**src/rtl/ones_rr_arbiter.sv**
```systemverilog
// Round-robin arbiter for 15 requesters with a bounded grant length, plus a
// registered popcount of the request vector for occupancy monitoring.
module ones_rr_arbiter #(
  parameter int N_REQ    = 15,
  parameter int MAX_HOLD = 8,
  parameter int CNT_W    = 4
) (
  input  logic             clk,
  input  logic             rst_n,
  input  logic [N_REQ-1:0] req,
  output logic [N_REQ-1:0] gnt,
  output logic [3:0]       gnt_id,
  output logic             gnt_valid,
  output logic [CNT_W-1:0] pend_cnt,
  output logic             timeout
);

  localparam int             ID_W    = 4;
  localparam logic [ID_W-1:0] LAST_ID = ID_W'(N_REQ - 1);
  localparam logic [ID_W:0]   N_REQ_W = (ID_W + 1)'(N_REQ);

  typedef enum logic {
    ST_IDLE,
    ST_GRANT
  } state_e;

  state_e            state_q, state_d;
  logic [ID_W-1:0]   ptr_q, ptr_d;
  logic [CNT_W-1:0]  hold_q, hold_d;
  logic [N_REQ-1:0]  gnt_q, gnt_d;
  logic [ID_W-1:0]   gnt_id_q, gnt_id_d;
  logic [CNT_W-1:0]  pend_q, pend_d;
  logic              timeout_q, timeout_d;
  logic [ID_W-1:0]   sel;
  logic              hold_expired;

  // First set bit scanning ptr, ptr+1, ..., wrapping past the last requester.
  function automatic logic [ID_W-1:0] rr_pick(input logic [N_REQ-1:0] r,
                                              input logic [ID_W-1:0]  p);
    logic [ID_W-1:0] pick;
    logic            found;
    logic [ID_W:0]   idx;
    pick  = '0;
    found = 1'b0;
    for (int i = 0; i < N_REQ; i++) begin
      idx = {1'b0, p} + (ID_W + 1)'(i);
      if (idx >= N_REQ_W) idx = idx - N_REQ_W;
      if (!found && r[idx[ID_W-1:0]]) begin
        found = 1'b1;
        pick  = idx[ID_W-1:0];
      end
    end
    return pick;
  endfunction

  function automatic logic [CNT_W-1:0] popcount(input logic [N_REQ-1:0] r);
    logic [CNT_W-1:0] cnt;
    cnt = '0;
    for (int i = 0; i < N_REQ; i++) cnt = cnt + {{(CNT_W-1){1'b0}}, r[i]};
    return cnt;
  endfunction

  assign sel          = rr_pick(req, ptr_q);
  assign hold_expired = (MAX_HOLD != 0) && (hold_q == CNT_W'(MAX_HOLD));
  assign pend_d       = popcount(req);

  always_comb begin
    // NOTE: every next-state signal gets a default first so no path leaves it unassigned (no latches).
    state_d   = state_q;
    ptr_d     = ptr_q;
    hold_d    = hold_q;
    gnt_d     = gnt_q;
    gnt_id_d  = gnt_id_q;
    timeout_d = 1'b0;
    unique case (state_q)
      ST_IDLE: begin
        if (|req) begin
          state_d  = ST_GRANT;
          gnt_d    = N_REQ'(1) << sel;
          gnt_id_d = sel;
          hold_d   = CNT_W'(1);
        end
      end
      ST_GRANT: begin
        if (!req[gnt_id_q] || hold_expired) begin
          state_d   = ST_IDLE;
          gnt_d     = '0;
          gnt_id_d  = '0;
          hold_d    = '0;
          ptr_d     = (gnt_id_q == LAST_ID) ? '0 : gnt_id_q + ID_W'(1);
          // Only a forced exit (holder still requesting) is a timeout.
          timeout_d = req[gnt_id_q];
        end else if (hold_q != '1) begin
          hold_d = hold_q + CNT_W'(1);
        end
      end
      default: state_d = ST_IDLE;
    endcase
  end

  // NOTE: state registers use non-blocking assignments so every flop samples pre-edge values.
  always_ff @(posedge clk or negedge rst_n) begin
    if (!rst_n) begin
      state_q   <= ST_IDLE;
      ptr_q     <= '0;
      hold_q    <= '0;
      gnt_q     <= '0;
      gnt_id_q  <= '0;
      pend_q    <= '0;
      timeout_q <= 1'b0;
    end else begin
      state_q   <= state_d;
      ptr_q     <= ptr_d;
      hold_q    <= hold_d;
      gnt_q     <= gnt_d;
      gnt_id_q  <= gnt_id_d;
      pend_q    <= pend_d;
      timeout_q <= timeout_d;
    end
  end

  assign gnt       = gnt_q;
  assign gnt_id    = gnt_id_q;
  assign gnt_valid = (state_q == ST_GRANT);
  assign pend_cnt  = pend_q;
  assign timeout   = timeout_q;

endmodule
```
**config.mk**
```make
export PLATFORM = sky130hd
export DESIGN_NAME = ones_rr_arbiter
export DESIGN_NICKNAME = d
export VERILOG_FILES = /design/src/rtl/ones_rr_arbiter.sv
export SDC_FILE = /design/constraint.sdc
export NUM_CORES = 1
export LEC_CHECK = 0
export ABC_CLOCK_PERIOD_IN_PS = 5910
export CAP_MARGIN = 5
export CORE_MARGIN = 2
export CORE_UTILIZATION = 30
export DETAILED_ROUTE_END_ITERATION = 10
export GPL_TIMING_DRIVEN = 0
export PLACE_DENSITY = 0.44
export SLEW_MARGIN = 10
export SYNTH_ARGS = -nofsm -noshare
export SYNTH_HDL_FRONTEND = slang
export SYNTH_SLANG_ARGS = --single-unit
```
**constraint.sdc**
```tcl
create_clock -name clk -period 5.91 [get_ports clk]
set_clock_uncertainty 0.15 [all_clocks]
set_input_delay 1.182 -clock clk [delete_from_list [all_inputs] [get_ports clk]]
set_output_delay 1.182 -clock clk [all_outputs]
set_load 0.05 [all_outputs]
```
==> summary.md <==
| Metric | Value |
|---|---|
| Fmax | `169.3 MHz` |
| R2R Setup Slk | `0.12 ns` |
| # IOs | `42` |
| Vias in the first global route | `11380` |
| Startpoint types | `input port` |
| Final Max Slew Viols | `0` |
| Min cycle time layout | `5.906 ns` |
| Final Cycle Share | `0.9993` |
| Port Buf Inserts | `41` |
| CP max FO | `8` |
| Synth-to-Final Area Change | `17.56%` |
| Req. time, crit path | `5.94 ns` |
| Final setup viols | `0` |
| Die footprint | `33390 um^2` |
| Yosys warns | `0` |
| Synthesized Nets | `1275` |
| Via total after detailed routing | `11870` |
| Clock buffer count from CTS | `5` |
| Kind of critical path | `input port to register` |
| DPL Wire Length | `42.72 mm` |
| Max clock buf depth | `2` |
| Pre-antenna DRT Iters | `8` |
| Critical Path Sink Type | `register` |
| Most used cell, CP | `o21ai_0` |
| Status | `finished clean` |
| Clk Tree Root Cell | `clkbuf_16` |
| Main flop type after synthesis | `dfrtp_1` |
| Detailed router's first-iteration violation count | `1672` |
| Die width | `182.7 um` |
| CP max stage cell | `clkdlybuf4s50_1` |
| Async SR Flop Fraction | `1.000` |
| Global-route wire length before repair | `80.83 mm` |
| Vias per inst | `6.957` |
| Synth Cell Area | `9583 um^2` |
| Fin worst setup slack | `0.004153 ns` |
| Slew of the pin with the lowest slew margin | `1.114 ns` |
| Die height | `182.7 um` |
| Crit path DAT | `5.93 ns` |
| Worst Hold Class | `register to register` |
| Final net count | `1349` |
| Total Routing Usage GR | `0.3351` |
| Post-DP Area | `10510 um^2` |
| Post-synthesis instance total | `1228` |
| Std-Cell Rows | `65` |
| Post-synth EDFFs | `0` |
| Initial Util | `0.3045` |
| Detailed Route WL | `56.84 mm` |
| Share of cells above drive strength 1 | `0.2187` |
| Clk sink count | `33` |
| Sequential area share after synthesis | `0.08617` |
| Pre-CTS setup slack | `-2.055 ns` |
| Top cell type's share of synthesized area | `0.08617` |
| Crit path cell chain | `clkdlybuf4s50_1 > inv_1 > nor2_1 > o21ai_0 > a32oi_1 > o32ai_2 > nor4_4 > o21ai_0 > nand2_1 > o211ai_1 > a22o_1 > a21bo_2 > buf_2 > o41ai_1` |
| Synth Register Bits | `33` |
| Largest area contributor in the netlist | `dfrtp_1` |
| Post-synth cell types | `138` |
| Core area | `31470 um^2` |
| Max-Slew Margin vs Limit | `0.2573` |
| Avg Synthesized Cell Area | `7.804 um^2` |
| Final Hold Vio Count | `0` |
| H-tree levels | `2` |
| GP Congestion | `1.032` |
| Cell family with most CP delay | `compound AO/OA/AOI/OAI gates` |
| Pin count of the biggest net entering global routing | `34` |
| Reg clk slew, reported paths | `0.06 ns` |
| Largest stage delay on the critical path | `1.12 ns` |
| Fin area | `11270 um^2` |
| Fin Hold WS | `0.3291 ns` |
| GRT Residual Overflow | `0` |
| Largest cells by area after synthesis | `dfrtp_1 (8.6%), mux2i_1 (5.0%), o21ai_0 (4.6%), mux4_2 (4.5%), nand2_1 (4.2%)` |
| Initial antenna violation count | `5` |
| Post-route ant nets | `0` |
| CTS tree | `built` |
| Clock Latency Late Sink | `0.29 ns` |
| Max-Cap Viols | `0` |
| Crit path buf inv count | `3` |
| Remaining DRCs | `0` |
| Drt wl/cell | `33.32 um` |
-- layer usage --
| layer | global-route usage | vias up | share of wire |
|---|---|---|---|
| met5 | 0 | - | 0.00060 |
| met4 | 0.2019 | 6 | 0.074 |
| met3 | 0.09499 | 263 | 0.11 |
| met2 | 0.5049 | 870 | 0.42 |
| met1 | 0.4240 | 5803 | 0.39 |
| li1 | - | 4926 | - |
-- layout make-up --
class	count	area, um^2
Fill cell	3358	20210
Multi-Input combinational cell	1043	8237
Sequential cell	33	832.0
Buffer	115	732.0
Timing Repair Buffer	67	640.6
Tap cell	402	503.0
Inverter	37	146.4
Clock buffer	7	142.6
Clock inverter	1	30.03
Antenna cell	1	2.502
-- worst paths after layout --
path / startpoint / to / cells past startpoint
hold / removal: gnt[0]$_DFFE_PN0P_ / gnt[0]$_DFFE_PN0P_ / 2
hold reg to reg: gnt[0]$_DFFE_PN0P_ / gnt[0]$_DFFE_PN0P_ / 2
max in group asynchronous: rst_n / ptr_q[1]$_DFFE_PN0P_ / 2
setup / recovery: req[11] / gnt[8]$_DFFE_PN0P_ / 14
min in group asynchronous: rst_n / gnt[13]$_DFFE_PN0P_ / 2
setup reg to reg: ptr_q[1]$_DFFE_PN0P_ / gnt[8]$_DFFE_PN0P_ / 18
-- metrics by stage --
step | std cells | util | TNS (ns)
5_1_grt | 1705 | 0.3579 | -0.01100
3_5_place_dp | 1672 | 0.3340 | -36.13
4_1_cts | 1691 | 0.3478 | 0
2_1_floorplan | 1228 | - | 0
6_report | 1706 | 0.3579 | 0
3_3_place_gp | 1671 | 0.3335 | -37.16
-- repair_timing --
action                     in CTS  in global routing
setup endpoints to repair      19                 18
resized for setup              42                 69
buffers inserted               11                 14
pin swaps                       5                 11
hold buffers                    0                  0
-- registers in the layout, summed over array words and instances, names as in the netlist --
| signal | flops |
|---|---|
| timeout | 1 |
| hold_q | 4 |
| gnt_id | 4 |
| pend_cnt | 4 |
| gnt_valid | 1 |
| gnt | 15 |
| ptr_q | 4 |
-- synthesized netlist by cell type (19+ instances only) --
cell        n
nand2_1   107
o21ai_0    88
nor2_1     75
a21oi_1    58
mux2i_1    48
clkbuf_1   46
buf_2      37
inv_1      35
nand3_1    34
dfrtp_1    33
nor3_1     30
xnor2_1    29
a31oi_1    25
o211ai_1   24
nand2b_1   21
nand4_1    21
a211oi_1   20
ha_1       20
o22ai_1    20
mux4_2     19
-- layout by cell type (no fill, tap or decap), types with 17 or more instances in the layout --
| cell | netlist | layout |
|---|---|---|
| nand2_1 | 107 | 107 |
| o21ai_0 | 88 | 85 |
| nor2_1 | 75 | 74 |
| a21oi_1 | 58 | 56 |
| mux2i_1 | 48 | 44 |
| clkdlybuf4s50_1 | 0 | 39 |
| buf_4 | 11 | 38 |
| inv_1 | 35 | 33 |
| nand3_1 | 34 | 33 |
| buf_2 | 37 | 32 |
| dfrtp_1 | 33 | 30 |
| clkbuf_1 | 46 | 28 |
| nor3_1 | 30 | 28 |
| xnor2_1 | 29 | 25 |
| o211ai_1 | 24 | 24 |
| a31oi_1 | 25 | 24 |
| nand4_1 | 21 | 21 |
| nand2b_1 | 21 | 21 |
| o22ai_1 | 20 | 20 |
| mux4_2 | 19 | 19 |
| a211oi_1 | 20 | 19 |
| ha_1 | 20 | 18 |
| buf_6 | 14 | 17 |
-- worst register-to-register path: stages (launching register included) --
cell        delay, ns
dfrtp_4          0.55
buf_4            0.29
clkbuf_4         0.31
clkinvlp_4       0.23
ha_1             0.39
clkbuf_4         0.23
buf_4            0.23
nor2_1           0.64
o2bb2ai_1        0.19
and2_1           0.14
o31ai_1          0.07
a31oi_1          0.49
nand3_2          0.23
or3_4            0.42
nor3_4           0.29
nand2b_1         0.15
a21bo_2          0.23
buf_2            0.18
o41ai_1          0.26
-- kinds of logic after synthesis --
family / after synthesis / share of synthesized area
AO/OA/AOI/OAI: 470 / 0.3870
AND/OR/NAND/NOR: 425 / 0.2462
buffers and inverters: 152 / 0.08095
multiplexers: 76 / 0.1084
XOR/XNOR: 42 / 0.04426
flip-flops: 33 / 0.08617
adder cells (fa/ha/maj): 30 / 0.04700
Power is left out: the tool's default activity adds up to more than one toggle a clock period on the data nets, which glitch-free logic cannot reach.
==> variant 1 (same settings) <==
Reset style: synchronous (`rst_n`), changed in one clocked block.
--- a/src/rtl/ones_rr_arbiter.sv
+++ b/src/rtl/ones_rr_arbiter.sv
@@ -100,5 +100,5 @@
 
   // NOTE: state registers use non-blocking assignments so every flop samples pre-edge values.
-  always_ff @(posedge clk or negedge rst_n) begin
+  always_ff @(posedge clk) begin
     if (!rst_n) begin
       state_q   <= ST_IDLE;
Behaviour: differs if rst_n is asserted again (counterexample within 4 cycles, from zero or initial values and one cycle with rst_n low); with rst_n held inactive, the same outputs for 4 cycles.
==> variant 1 against the unedited design <==
- sequential cell count is the same
- routed wire length shrank 11%
- worst setup slack gained 67 ps
- synthesized area shrank 9.1%
- global-route usage shrank 1.2 points
- sequential share of layout area shrank 1.0 points
- cell area shrank 7.3%
- critical path type unchanged
- highest routed layer is now met4
==> variant 1: results (changes against the unedited design) <==
stage,metric,value,unit,change
outcome,status,"complete, no violations",,
global_routing,initial antenna violation count,0,,-5
global_routing,All-Layer GR Usage,0.324,,-0.0116
final_layout,FILL cells,3074,,-8.5%
synthesis,Synth top cells by count,"nand2_1 (104), a21oi_1 (84), mux2i_1 (71), nor2_1 (68), o21ai_0 (64)",,
drt,final wirelength,50700,um,-11%
synthesis,synth unique cells,110,,-20%
synthesis,main flop type after synthesis,dfxtp_1,,
final_layout,NumNets Final,1300,,-3.6%
final_layout,Layout Cells excl Fill,1639,,-3.9%
global_routing,number of global-route vias before repair,10200,,-10%
placement,Port Buffer Count,40,,-2.4%
worst_setup_path,"Arr. time, crit path",5860,ps,-70 ps
min_path,hold path endpoint,gnt[10],,
timing,hold_ws,300,ps,-29.3 ps
synthesis,"FFs w/ async S/R, synth",0,,-1.00
synthesis,warnings from Yosys,0,,unchanged
synthesis,post-synthesis sequential area ratio,0.0759,,-0.0103
synthesis,Synth Area in XOR/XNOR,0.0345,,-0.00977
placement,post-DP HPWL,38300,um,-10%
global_routing,first-pass GRT wire length,72200,um,-11%
placement,Place WS,-1740,ps,+310 ps
worst_setup_path,r2r startpoint,ptr_q[2],,
synthesis,syn avg cell area,7.30,sq um,-6.5%
worst_setup_path,Critical Path End,gnt[8],,
timing,Least-Margin Pin Slew,1040,ps,-72.3 ps
placement,dpl cells,1617,,-3.3%
synthesis,Synth Area in Adders,0.0517,,+0.00473
synthesis,Synth Area in Compound Gates,0.376,,-0.0114
clock_network,clock latency on the worst-skew pair,280,ps,
drt,DRC violation total after the first TritonRoute iteration,1581,,-5.4%
worst_setup_path,CP max FO,10,,+2
synthesis,Syn Nets,1240,,-2.7%
final_layout,share of cells above drive strength 1,0.194,,-0.0249
synthesis,mux share of post-synthesis cell area,0.129,,+0.0211
global_routing,largest net degree at the start of global routing,15,,-56%
synthesis,main area contributors after synthesis,"mux2i_1 (8.2%), dfxtp_1 (7.6%), a21oi_1 (4.8%)",,
drt,Vias/cell,6.72,,-3.4%
min_path,Worst Min Path Start,gnt[10],,
timing,Fmax,0.171,GHz,+1.2%
-- variant 1: changes by cell type in the layout (fill, tap and decap cells not counted), sizes merged, moves of 20 or more --
cell	change
o21ai	-28
a21oi	+22
buf	-20
dfxtp	+33
dfrtp	-33
mux2i	+21
-- variant 1: metal layers --
layer | global-route usage | up-vias | share of wire
li1 | - | 4747 | -
met1 | 0.417 | 5375 | 0.41
met2 | 0.496 | 712 | 0.43
met3 | 0.0711 | 175 | 0.098
met4 | 0.189 | 0 | 0.063
met5 | 0 | - | 0
-- variant 1: worst max-delay path: stages --
cell             delay, ps
clkdlybuf4s50_1        820
clkdlybuf4s15_1        800
inv_1                  340
or4_1                  670
o211a_1                190
a211o_1                350
a211oi_1               280
o22ai_1                140
a21oi_1                220
o221ai_2               200
nor2b_1                170
buf_2                  180
o41ai_1                320
-- variant 1: cell type report --
type                            count  area (sq um)  share of cell area
Buffer                            101           578              0.0554
Multi-Input combinational cell   1017          7870               0.753
Clock inverter                      1          30.0             0.00288
Tap cell                          384           480              0.0460
Inverter                           38           150              0.0144
Timing Repair Buffer               57           528              0.0506
Sequential cell                    33           664              0.0636
Clock buffer                        7           143              0.0137
Antenna cell                        1          2.50            0.000240
-- variant 1: power by group --
| part | switching, mW | internal (mW) |
|---|---|---|
| combinational | 4.35 | 2.35 |
| sequential | 0.0602 | 0.281 |
| clock | 0.0971 | 0.211 |
-- variant 1: timing repair --
| action | CTS | global route |
|---|---|---|
| resized for setup | 70 | 69 |
| buffers inserted | 7 | 10 |
| setup endpoints to repair | 19 | 20 |
| pin swaps | 8 | 11 |
-- variant 1: per-stage QoR --
stage / area, sq um / power [mW]
after detailed placement: 9590 / 6.22
after CTS: 10100 / 6.85
after global routing: 10400 / 7.69
after floorplan: 8710 / 4.39
final: 10400 / 7.34
after global placement: 9590 / 6.24
==> variant 2 (config.mk and constraints unchanged) <==
Made on the original files. Change the parameter `N_REQ` from 15 to 30.
--- a/src/rtl/ones_rr_arbiter.sv
+++ b/src/rtl/ones_rr_arbiter.sv
@@ -2,5 +2,5 @@
 // registered popcount of the request vector for occupancy monitoring.
 module ones_rr_arbiter #(
-  parameter int N_REQ    = 15,
+  parameter int N_REQ    = 30,
   parameter int MAX_HOLD = 8,
   parameter int CNT_W    = 4
Interface: changed (resized gnt and req); port bits go from 42 to 72. No check against the original RTL was run, so the function may have changed too.
==> variant 2 against the unedited design <==
- the run now ends with negative setup slack left
- count of clock-buffer cells in the layout down 1
- routed wire length fell by 23%
- cell area decreased by 1.9%
- synthesized area decreased by 6.2%
- worst setup slack got worse by 4.4 ps
- critical endpoint is now gnt[7]
- highest routed layer is now met4
- sequential cell count rose by 1
- critical path depth up 3
Power is left out: the tool's default activity adds up to more than one toggle a clock period on the data nets, which glitch-free logic cannot reach.
==> variant 2: results (changes against the unedited design) <==
stage,metric,value,unit,change
outcome,status,"finished, violations left",,
outcome,failing checks,negative setup slack,,
synthesis,mux share of post-synthesis cell area,0.183,,+0.0744
drt,final wirelength,43600,um,-23%
final_layout,Reg area,855,sq um,+2.7%
placement,dpl cells,1618,,-3.2%
synthesis,Synth Area in XOR/XNOR,0.0349,,-0.00932
synthesis,Synth top cells by count,"nand2_1 (126), nor2_1 (74), a21oi_1 (70), mux2i_1 (63), o21ai_0 (53)",,
worst_setup_path,crit-path max cell delay,480,ps,-640 ps
synthesis,Synth Area in Adders,0.0880,,+0.0410
final_layout,share of cells above drive strength 1,0.207,,-0.0119
drt,top routing layer in use,met4,,
synthesis,main area contributors after synthesis,"dfrtp_1 (9.5%), mux2i_1 (7.0%), mux4_2 (6.8%)",,
timing,Least-Margin Pin Slew,893,ps,-221 ps
global_routing,number of global-route vias before repair,9682,,-15%
timing,post-route setup slack,-0.265,ps,-4.42 ps
final_layout,NumNets Final,1338,,-0.82%
worst_setup_path,"Slowest-stage cell, CP",or4b_1,,
final_layout,Layout Cells excl Fill,1647,,-3.5%
timing,final setup vio count,1,,+1
global_routing,initial antenna violation count,0,,-5
drt,routed metal-1 wirelength,18900,um,-15%
synthesis,synth unique cells,99,,-28%
final_layout,FILL cells,3093,,-7.9%
placement,Port Buffer Count,56,,+37%
worst_setup_path,Critical Path End,gnt[7],,
global_routing,met3 GRT Util,0.0273,,-0.0677
final_layout,buffer share of cell area,0.120,,-0.00139
synthesis,syn avg cell area,7.76,sq um,-0.55%
synthesis,Synth Area in Compound Gates,0.307,,-0.0799
global_routing,All-Layer GR Usage,0.271,,-0.0642
worst_setup_path,CP max FO,13,,+5
final_layout,count of multi-input gates,1009,,-3.3%
timing,Setup TNS,-0.265,ps,-0.265 ps
placement,GP Congestion,0.965,,-6.5%
worst_setup_path,"Arr. time, crit path",5950,ps,+20 ps
placement,post-DP HPWL,34300,um,-20%
[variant 2: cell count changes after synthesis, moves of 9 or more]
cell / before / now
o31ai_1: 9 / 21
a31oi_1: 25 / 15
fa_1: 10 / 22
o21ai_0: 88 / 53
nand2_1: 107 / 126
a21oi_1: 58 / 70
buf_2: 37 / 14
mux2_2: 5 / 19
o22ai_1: 20 / 10
buf_6: 14 / 5
mux2i_1: 48 / 63
o41ai_1: 13 / 3
[variant 2: through the flow]
stage | area, sq um | setup WS, ps
finish | 11100 | -0.265
global route | 11100 | -77.6
CTS | 10800 | 7.42
detailed placement | 10100 | -2230
global placement | 10100 | -2260
floorplan | 9050 | 37.4
[variant 2: timing repair]
| action | in CTS | in global routing |
|---|---|---|
| endpoints found under the setup margin | 20 | 23 |
| buffers inserted | 19 | 6 |
| gates resized for setup | 96 | 66 |
| pin swaps | 13 | 15 |
| hold buffers | 0 | 0 |
